==> src/rtl/ov7670_cfg_pkg.sv <==
// ov7670_cfg_pkg: sequencer state encoding and ROM command constants shared by the OV7670 config blocks
package ov7670_cfg_pkg;
  typedef enum logic [3:0] {IDLE, FETCH, DECODE, ISSUE, WAIT_DONE, GAP, DELAY, DONE, ERROR} state_t;
  localparam logic [15:0] END_MARKER = 16'hFFFF;
  localparam logic [7:0] DELAY_CMD = 8'hF0;
endpackage

==> src/rtl/ov7670_reg_rom.sv <==
// ov7670_reg_rom: OV7670 register-write table, one {reg_addr, reg_data} per entry, registered read
module ov7670_reg_rom
  import ov7670_cfg_pkg::*;
#(
  parameter int unsigned ROM_AW = 6
) (
  input  logic              clk,
  input  logic [ROM_AW-1:0] addr,
  output logic [15:0]       data
);
  logic [15:0] entry;
  always_comb begin
    entry = END_MARKER;
    case (int'(addr))
      0: entry = 16'h1280;
      1: entry = 16'hF00A;
      2: entry = 16'h1204;
      3: entry = 16'h1100;
      4: entry = 16'h0C00;
      5: entry = 16'h3E00;
      6: entry = 16'h40D0;
      7: entry = 16'h3A04;
      8: entry = 16'h1418;
      9: entry = 16'h8C00;
      default: entry = END_MARKER;
    endcase
  end
  always_ff @(posedge clk) data <= entry;
endmodule

==> src/rtl/ov7670_config_sequencer.sv <==
// ov7670_config_sequencer: walks the register ROM and issues one SCCB write per entry.
// Define OV7670_CFG_DELAY_CMD_EN to turn F0 entries into millisecond waits instead of writes.
module ov7670_config_sequencer
  import ov7670_cfg_pkg::*;
#(
  parameter int unsigned CLK_FREQ       = 50_000_000,
  parameter logic [7:0]  DEVICE_ADDR    = 8'h42,
  parameter int unsigned GAP_CYCLES     = 1000,
  parameter int unsigned TIMEOUT_CYCLES = 2_000_000,
  parameter int unsigned ROM_AW         = 6
) (
  input  logic              clk,
  input  logic              rst,
  input  logic              start,
  output logic              busy,
  output logic              cfg_done,
  output logic              cfg_error,
  output logic              sccb_start,
  output logic [7:0]        sccb_dev_addr,
  output logic [7:0]        sccb_reg_addr,
  output logic [7:0]        sccb_reg_data,
  input  logic              sccb_ready,
  input  logic              sccb_done,
  output logic [ROM_AW-1:0] entry_idx
);
  state_t state, state_nx;
  logic [15:0] rom_data;
  logic [31:0] cnt;
  logic accept, advance, is_delay;
  ov7670_reg_rom #(.ROM_AW(ROM_AW)) u_rom (.clk(clk), .addr(entry_idx), .data(rom_data));
`ifdef OV7670_CFG_DELAY_CMD_EN
  localparam int unsigned TICK = CLK_FREQ / 1000;
  logic [31:0] tick_cnt;
  logic [7:0] ms_left;
  assign is_delay = rom_data[15:8] == DELAY_CMD;
  always_ff @(posedge clk or posedge rst) begin
    if (rst) begin
      tick_cnt <= '0;
      ms_left <= '0;
    end else if (state == DECODE) begin
      tick_cnt <= '0;
      ms_left <= rom_data[7:0];
    end else if (state == DELAY && ms_left != '0) begin
      if (tick_cnt == TICK - 1) begin
        tick_cnt <= '0;
        ms_left <= ms_left - 8'd1;
      end else tick_cnt <= tick_cnt + 32'd1;
    end
  end
`else
  assign is_delay = 1'b0;
`endif
  always_comb begin
    accept = start && (state == IDLE || state == DONE || state == ERROR);
    advance = 1'b0;
    state_nx = state;
    case (state)
      FETCH:     state_nx = DECODE;
      DECODE:    state_nx = rom_data == END_MARKER ? DONE : is_delay ? DELAY : ISSUE;
      ISSUE:     state_nx = sccb_ready ? WAIT_DONE : ISSUE;
      WAIT_DONE: state_nx = sccb_done ? GAP : cnt == TIMEOUT_CYCLES - 1 ? ERROR : WAIT_DONE;
      GAP:       advance = cnt == GAP_CYCLES - 1;
`ifdef OV7670_CFG_DELAY_CMD_EN
      DELAY:     advance = ms_left == '0;
`endif
      default: ;
    endcase
    if (advance) state_nx = &entry_idx ? DONE : FETCH;
    if (accept) state_nx = FETCH;
  end
  // cnt restarts on every state change, so it measures time spent in the current state
  always_ff @(posedge clk or posedge rst) begin
    if (rst) begin
      state <= IDLE;
      cnt <= '0;
      entry_idx <= '0;
      sccb_reg_addr <= '0;
      sccb_reg_data <= '0;
    end else begin
      state <= state_nx;
      cnt <= state_nx != state ? '0 : cnt + 32'd1;
      if (accept) entry_idx <= '0;
      else if (advance && !(&entry_idx)) entry_idx <= entry_idx + 1'b1;
      if (state == DECODE && rom_data != END_MARKER) {sccb_reg_addr, sccb_reg_data} <= rom_data;
    end
  end
  assign busy = !(state inside {IDLE, DONE, ERROR});
  assign cfg_done = state == DONE;
  assign cfg_error = state == ERROR;
  assign sccb_start = state == ISSUE && sccb_ready;
  assign sccb_dev_addr = DEVICE_ADDR;
endmodule

==> config.mk <==
export PLATFORM = sky130hd
export DESIGN_NAME = ov7670_config_sequencer
export DESIGN_NICKNAME = d
export VERILOG_FILES = /design/src/rtl/ov7670_cfg_pkg.sv /design/src/rtl/ov7670_reg_rom.sv /design/src/rtl/ov7670_config_sequencer.sv
export SDC_FILE = /design/constraint.sdc
export NUM_CORES = 1
export LEC_CHECK = 0
export ABC_AREA = 1
export CORE_UTILIZATION = 52
export CTS_CLUSTER_SIZE = 40
export DETAILED_ROUTE_END_ITERATION = 8
export PLACE_DENSITY_LB_ADDON = 0.12
export SYNTH_ARGS = -nofsm -noshare
export SYNTH_HDL_FRONTEND = slang
export SYNTH_HIERARCHICAL = 1
export SYNTH_SLANG_ARGS = --single-unit
==> constraint.sdc <==
create_clock -name clk -period 1.7 [get_ports clk]
set_input_delay 0.255 -clock clk [delete_from_list [all_inputs] [get_ports clk]]
set_output_delay 0.255 -clock clk [all_outputs]
set_load 0.005 [all_outputs]
== Yosys cells after proc, flatten, opt, wreduce, memory -nomap -nowiden ==
Memories as Yosys holds them, arrays and structs flattened. A register that Yosys moved wholly into a read port is not among the register bits.
Cells that the tools add are included.

* $add $sub $neg: 2
* Equality and inequality tests: 12
* Muxes and demuxes: 12
* Reductions and logical operators: 14

{| class="wikitable"
|+ Operator list
! operator !! count
|-
| adder 32 x 1 -> 32 bit (second input constant) || 1
|-
| == test 32 x 10 -> 1 bit (second input constant) || 1
|-
| == test 32 x 21 -> 1 bit (second input constant) || 1
|-
| two-way mux 32 bit || 1
|-
| == test 16 bit (second input constant) || 1
|-
| two-way mux 4 bit || 4
|-
| != test 16 bit (second input constant) || 1
|-
| case mux 4 bit (4 select lines) || 1
|-
| == test 4 x 3 -> 1 bit (second input constant) || 3
|-
| two-way mux 6 bit || 2
|-
| two-way mux 3 bit || 3
|-
| == test 4 x 2 -> 1 bit (second input constant) || 2
|-
| adder 6 x 1 -> 6 bit (second input constant) || 1
|-
| AND reduction 6 bit || 1
|-
| == test 4 x 1 -> 1 bit (second input constant) || 1
|-
| == test 4 bit (second input constant) || 1
|-
| logical AND 1 bit || 4
|-
| logical NOT 4 bit || 1
|-
| != test 4 bit || 1
|-
| logical NOT 1 bit || 3
|-
| nonzero test 3 bit || 1
|-
| logical NOT 2 bit || 1
|-
| logical OR 1 bit || 2
|-
| nonzero test 2 bit || 1
|-
| two-way mux 1 bit || 1
|}

* Register bits after elaboration: 58
* Bits in read-only memories: 256
* Input port bits: 5
* Output and inout port bits: 34
* Logic and storage cells: 46
* Memories kept: 1

{| class="wikitable"
|+ Memories
! memory !! words !! bits a word !! read ports !! clocked after Yosys merged registers in !! write ports !! RTL line !! text
|-
| (name not given) || 16 || 16 || 1 || 1 || 0 || ov7670_reg_rom.sv:14 || <nowiki>case (int'(addr))</nowiki>
|}

== Depth between registers and ports, before layout ==
* Depth after elaboration: 8
* Mapped depth: 15
* Depth with buffers taken out: 13

== Hierarchy ==
The synthesis kept the hierarchy.

{| class="wikitable"
|+ Modules (own cells, without submodules)
! module !! times used !! cells each !! area an instance (µm²) !! seq. area each (µm²)
|-
| ov7670_config_sequencer || 1 || 417 || 3,584.7 || 1,451.4
|-
| ov7670_reg_rom || 1 || 61 || 554.3 || 300.3
|}

== Worst setup path after synthesis ==
OpenSTA, ideal clock, no wires.

* Path type: register to register
* From: register entry_idx[1]
* To: register cnt[21]
* Library setup time: 0.124 ns
* Arrival: 1.757 ns
* Data required time: 1.576 ns
* Setup slack: -0.182 ns
* Stages on the path, launching flop included: 14
* Path buffers: 1
* Clock period less this slack: 1.882 ns
* Cell sequence: dfrtp_1 -> ha_1 -> nand3_1 -> nor2_1 -> nand2_1 -> inv_1 -> nand2_4 -> nand2_4 -> nand2_1 -> nand2_1 -> nand2_1 -> nand2_4 -> buf_12 -> nor2_4

* Word-level cells in the longest chain between the ends: 6

{| class="wikitable"
|+ RTL lines
! what !! RTL line !! text
|-
| start, declared || ov7670_config_sequencer.sv:24 || <nowiki>output logic [ROM_AW-1:0] entry_idx</nowiki>
|-
| start signal, assigned || ov7670_config_sequencer.sv:83 || <nowiki>else if (advance && !(&entry_idx)) entry_idx <= entry_idx + 1'b1;</nowiki>
|-
| AND reduction 6 bit || ov7670_config_sequencer.sv:68 || <nowiki>if (advance) state_nx = &entry_idx ? DONE : FETCH;</nowiki>
|-
| two-way mux 3 bit || ov7670_config_sequencer.sv:68 ||
|-
| two-way mux 4 bit || ov7670_config_sequencer.sv:68 ||
|-
| two-way mux 4 bit || ov7670_config_sequencer.sv:69 || <nowiki>if (accept) state_nx = FETCH;</nowiki>
|-
| != test 4 bit || ov7670_config_sequencer.sv:81 || <nowiki>cnt <= state_nx != state ? '0 : cnt + 32'd1;</nowiki>
|-
| two-way mux 32 bit || ov7670_config_sequencer.sv:81 ||
|-
| end signal, assigned || ov7670_config_sequencer.sv:81 ||
|-
| end, declared || ov7670_config_sequencer.sv:28 || <nowiki>logic [31:0] cnt;</nowiki>
|}

Every way passes these cells.
A chain may end at the register's enable or synchronous reset.

== Final worst setup path ==
* From: register state[2]
* To: register cnt[22]

* Word-level cells in the longest chain between the ends: 7
* Elaborated cells on any way between the ends: 17
* Those cells by class: eq/ne: 8; mux: 5; reduce/logical: 4

{| class="wikitable"
|+ RTL lines
! what !! RTL line !! text
|-
| start, declared || ov7670_config_sequencer.sv:26 || <nowiki>state_t state, state_nx;</nowiki>
|-
| start signal, assigned || ov7670_config_sequencer.sv:80 || <nowiki>state <= state_nx;</nowiki>
|-
| branches (longest 4 deep; another with == test 4 x 3 -> 1 bit) || -- ||
|-
| two-way mux 4 bit * || ov7670_config_sequencer.sv:69 ||
|-
| via state_nx[0] || ov7670_config_sequencer.sv:26 ||
|-
| != test 4 bit * || ov7670_config_sequencer.sv:81 ||
|-
| two-way mux 32 bit * || ov7670_config_sequencer.sv:81 ||
|}

Mark *: on every way through the listed nets, which the timed path passes.

==> results by group <==
Run status
  – Status: complete, but fails checks
  – Failing checks: negative setup slack

Drt
  – Post-route ant nets: 0
  – Drt first pass iters: 5
  – DRC viols: 0
  – Drt first-iter violations: 175
  – WL final: 10,230 µm
  – Vias/cell: 5.023
  – Via count: 3,667
  – DR WL/cell: 14.01 µm

Synth
  – Syn Inst Count: 478
  – Yosys reg bits: 73
  – Syn Area/Cell: 8.659 µm²
  – Mapped cell area: 4139 µm²
  – Distinct cell type count after synthesis: 34
  – Sequential-to-total area share from yosys stat: 0.4232
  – Synth warnings: 6
  – Top cells by area, synth: dfrtp_1 35%, nor2_4 8.7%, nand2_1 8.2%
  – Synth top area share: 0.3507
  – Post-synth top area cell: dfrtp_1

Pwr
  – Clk pwr share: 0.175
  – Internal power: 4965 µW
  – Power per Cell Area: 1334 nW/µm²
  – Combinational share of power: 0.532
  – Seq pwr share: 0.293
  – Psw: 2938 µW
  – Peak supply drop: 1.117 mV
  – Switch share: 0.3717
  – P_leak: 0.002673 µW

GRT
  – Vias in the first global route: 3,518
  – First-pass GRT wire length: 15,660 µm
  – GRT Util Overall: 0.2408
  – GRT overflow: 0
  – Initial antenna violation count: 0
  – Largest net degree at the start of global routing: 24

Place
  – GP Congestion: 0.9254
  – Hpwl dp: 7037 µm
  – Pre-CTS setup slack: -0.2863 ns
  – Port buffer count: 30

Die
  – Die Height: 91.22 µm
  – Core footprint: 7727 µm²
  – Starting density of the core: 0.5356
  – DIE AREA: 8320 µm²
  – Die width: 91.22 µm
  – Rows: 32
  – IO Pins: 39

Timing
  – Final period demand of the worst path: 2.034 ns
  – Worst Skew: 0.01069 ns
  – Fin. max-slew vios: 0
  – Crit share post-route: 1.196
  – Max frequency: 0.4918 GHz
  – Final Setup Violations: 56
  – Final WS setup: -0.3335 ns
  – Unrepaired setup endpoints after global routing: true
  – Final Hold Fails: 0

Run
  – Max Cap Viol: 0

Finish
  – Register Area: 1755 µm²
  – Nets: 631
  – Fillers: 527
  – Antenna Cells: 0
  – Multi-input gate area: 2311 µm²
  – Area growth syn-to-layout: 43.11%
  – Share of layout cells above drive strength 1: 0.4363
  – Util after Layout: 0.7665

Clock network
  – TritonCTS clock tree: done
  – Worst skew pair latency: 0.35 ns
  – Clock slew at reported path FFs: 0.09 ns
  – Clk root buf: clkbuf_8
  – Longest Clk Path Bufs: 2
  – H-tree depth: 3
  – Total CTS buffers: 9
  – CTS Hold Bufs: 0
  – Clk sinks: 73

Critical path
  – Kind of critical path: flip-flop to flip-flop
  – Critical Path Sink Type: flip-flop
  – Worst Path Max Fanout: 8
  – Crit start category: flip-flop
  – Worst path required time: 1.99 ns
  – Data arrival, critical path: 2.32 ns

Worst hold path
  – Min-delay worst type: input port to async pin
## layout by cell type (no fill, tap or decap), drive strengths merged
cell	synthesis	final
ha	3	3
o21ai	13	13
clkbuf	0	15
clkdlybuf4s50	0	24
o21a	1	1
conb	2	8
dlygate4sd2	0	1
nor2	105	105
nand3b	2	2
dfrtp	58	58
nand2	100	100
bufinv	0	1
o31ai	1	1
nor4	3	3
a21oi	4	4
nand3	29	29
or2	1	1
inv	47	48
nor3	20	20
buf	17	113
clkinvlp	0	2
dlymetal6s2s	0	2
clkinv	0	2
nand4	10	10
mux2	16	16
xnor2	10	10
xor2	21	21
dfxtp	15	15
## registers in the layout, indices dropped and copies added, names as in the netlist
register,count
entry_idx,6
state,4
sccb_reg_data,8
sccb_reg_addr,8
cnt,32
u_rom/data,15
## layer usage
metal  vias to the layer above  share of wire  GRT usage
met5                         -              0          0
li1                       1788              -          -
met1                      1729           0.41     0.2973
met3                        25          0.049    0.05611
met4                         0          0.023    0.09788
met2                       125           0.51     0.4053
## final timing paths
kind	end	slack [ns]	startpoint	depth (start not counted)
max	cnt[22]	-0.33	state[2]	13
min	sccb_reg_addr[7]	0.20	rst	2
max reg2reg	cnt[22]	-0.33	state[2]	13
min reg2reg	sccb_reg_addr[3]	0.49	u_rom/data[11]	1
max in group asynchronous	cnt[14]	1.04	rst	3
min in group clk	sccb_reg_addr[3]	0.49	u_rom/data[11]	1
## critical path, cell delays in order, from the launching register on
cell and delay, ns:
dfrtp_1 0.41, buf_6 0.13, nand2_4 0.06, nor3_4 0.23
o21ai_4 0.11, buf_4 0.17, nand3b_4 0.07, nand2_1 0.07
nand2_2 0.08, nand2_2 0.07, nor2_4 0.12, nand2_4 0.12
clkbuf_16 0.21, nor2_4 0.10
## repair_timing
| item | 4_1_cts | 5_1_grt |
|---|---|---|
| gates cloned | 0 | 4 |
| resized for setup | 14 | 74 |
| endpoints found under the setup margin | 57 | 62 |
| buffers inserted | 6 | 16 |
| pin swaps | 2 | 33 |
## layout make-up
cell class                      instances  share of cell area
Clock buffer                           10             0.02155
Clock inverter                          6             0.01141
Inverter                               47             0.03021
Multi-Input combinational cell        347              0.3902
Sequential cell                        73              0.2964
Tap cell                              102             0.02155
Timing Repair Buffer                  145              0.2288
## synthesized netlist by cell type
master	n
nand2_1	90
nor2_1	69
dfrtp_1	58
inv_1	41
nor2_4	32
nand3_1	25
xor2_1	21
nor3_1	19
mux2_2	16
dfxtp_1	15
nand4_1	10
o21ai_0	10
xnor2_1	10
buf_4	9
nand2_2	7
inv_2	6
a21oi_1	4
nand3_2	4
nor2_2	4
buf_12	3
buf_2	3
ha_1	3
nand2_4	3
nor4_1	3
buf_6	2
conb_1	2
o21ai_1	2
nand3b_1	1
nand3b_4	1
nor3_2	1
o21a_1	1
o21ai_2	1
o31ai_1	1
or2_2	1
## power by group through the flow
stage	logic, µW	clock network, µW	registers [µW]
after CTS	3260	1400	2310
after floorplan	1980	0	2370
after global routing	4460	1480	2360
after detailed placement	3100	0	2340
final	4200	1380	2320
after global placement	3030	0	2330
## cells by family after synthesis
kind of cell	after synthesis	synth area share
simple gates	270	0.3492
other cells	2	0.001814
compound gates	19	0.02509
mux	16	0.04353
buf+inv	64	0.08253
flops	73	0.4232
fa+ha+maj	3	0.009070
xor+xnor	31	0.06560
## per-stage QoR
stage	area [µm²]	TNS [ns]	hold WS (ns)	std cells	total power, µW
floorplan	4217	-1.168	0.4346	484	4357
global placement	5213	-9.164	0.4747	690	5355
detailed placement	5213	-10.82	0.4741	690	5445
CTS	5488	-8.947	0.2061	712	6973
global route	5923	-15.23	0.2138	730	8299
finish	5923	-11.38	0.1973	730	7903
(Power assumes the default switching activity.)
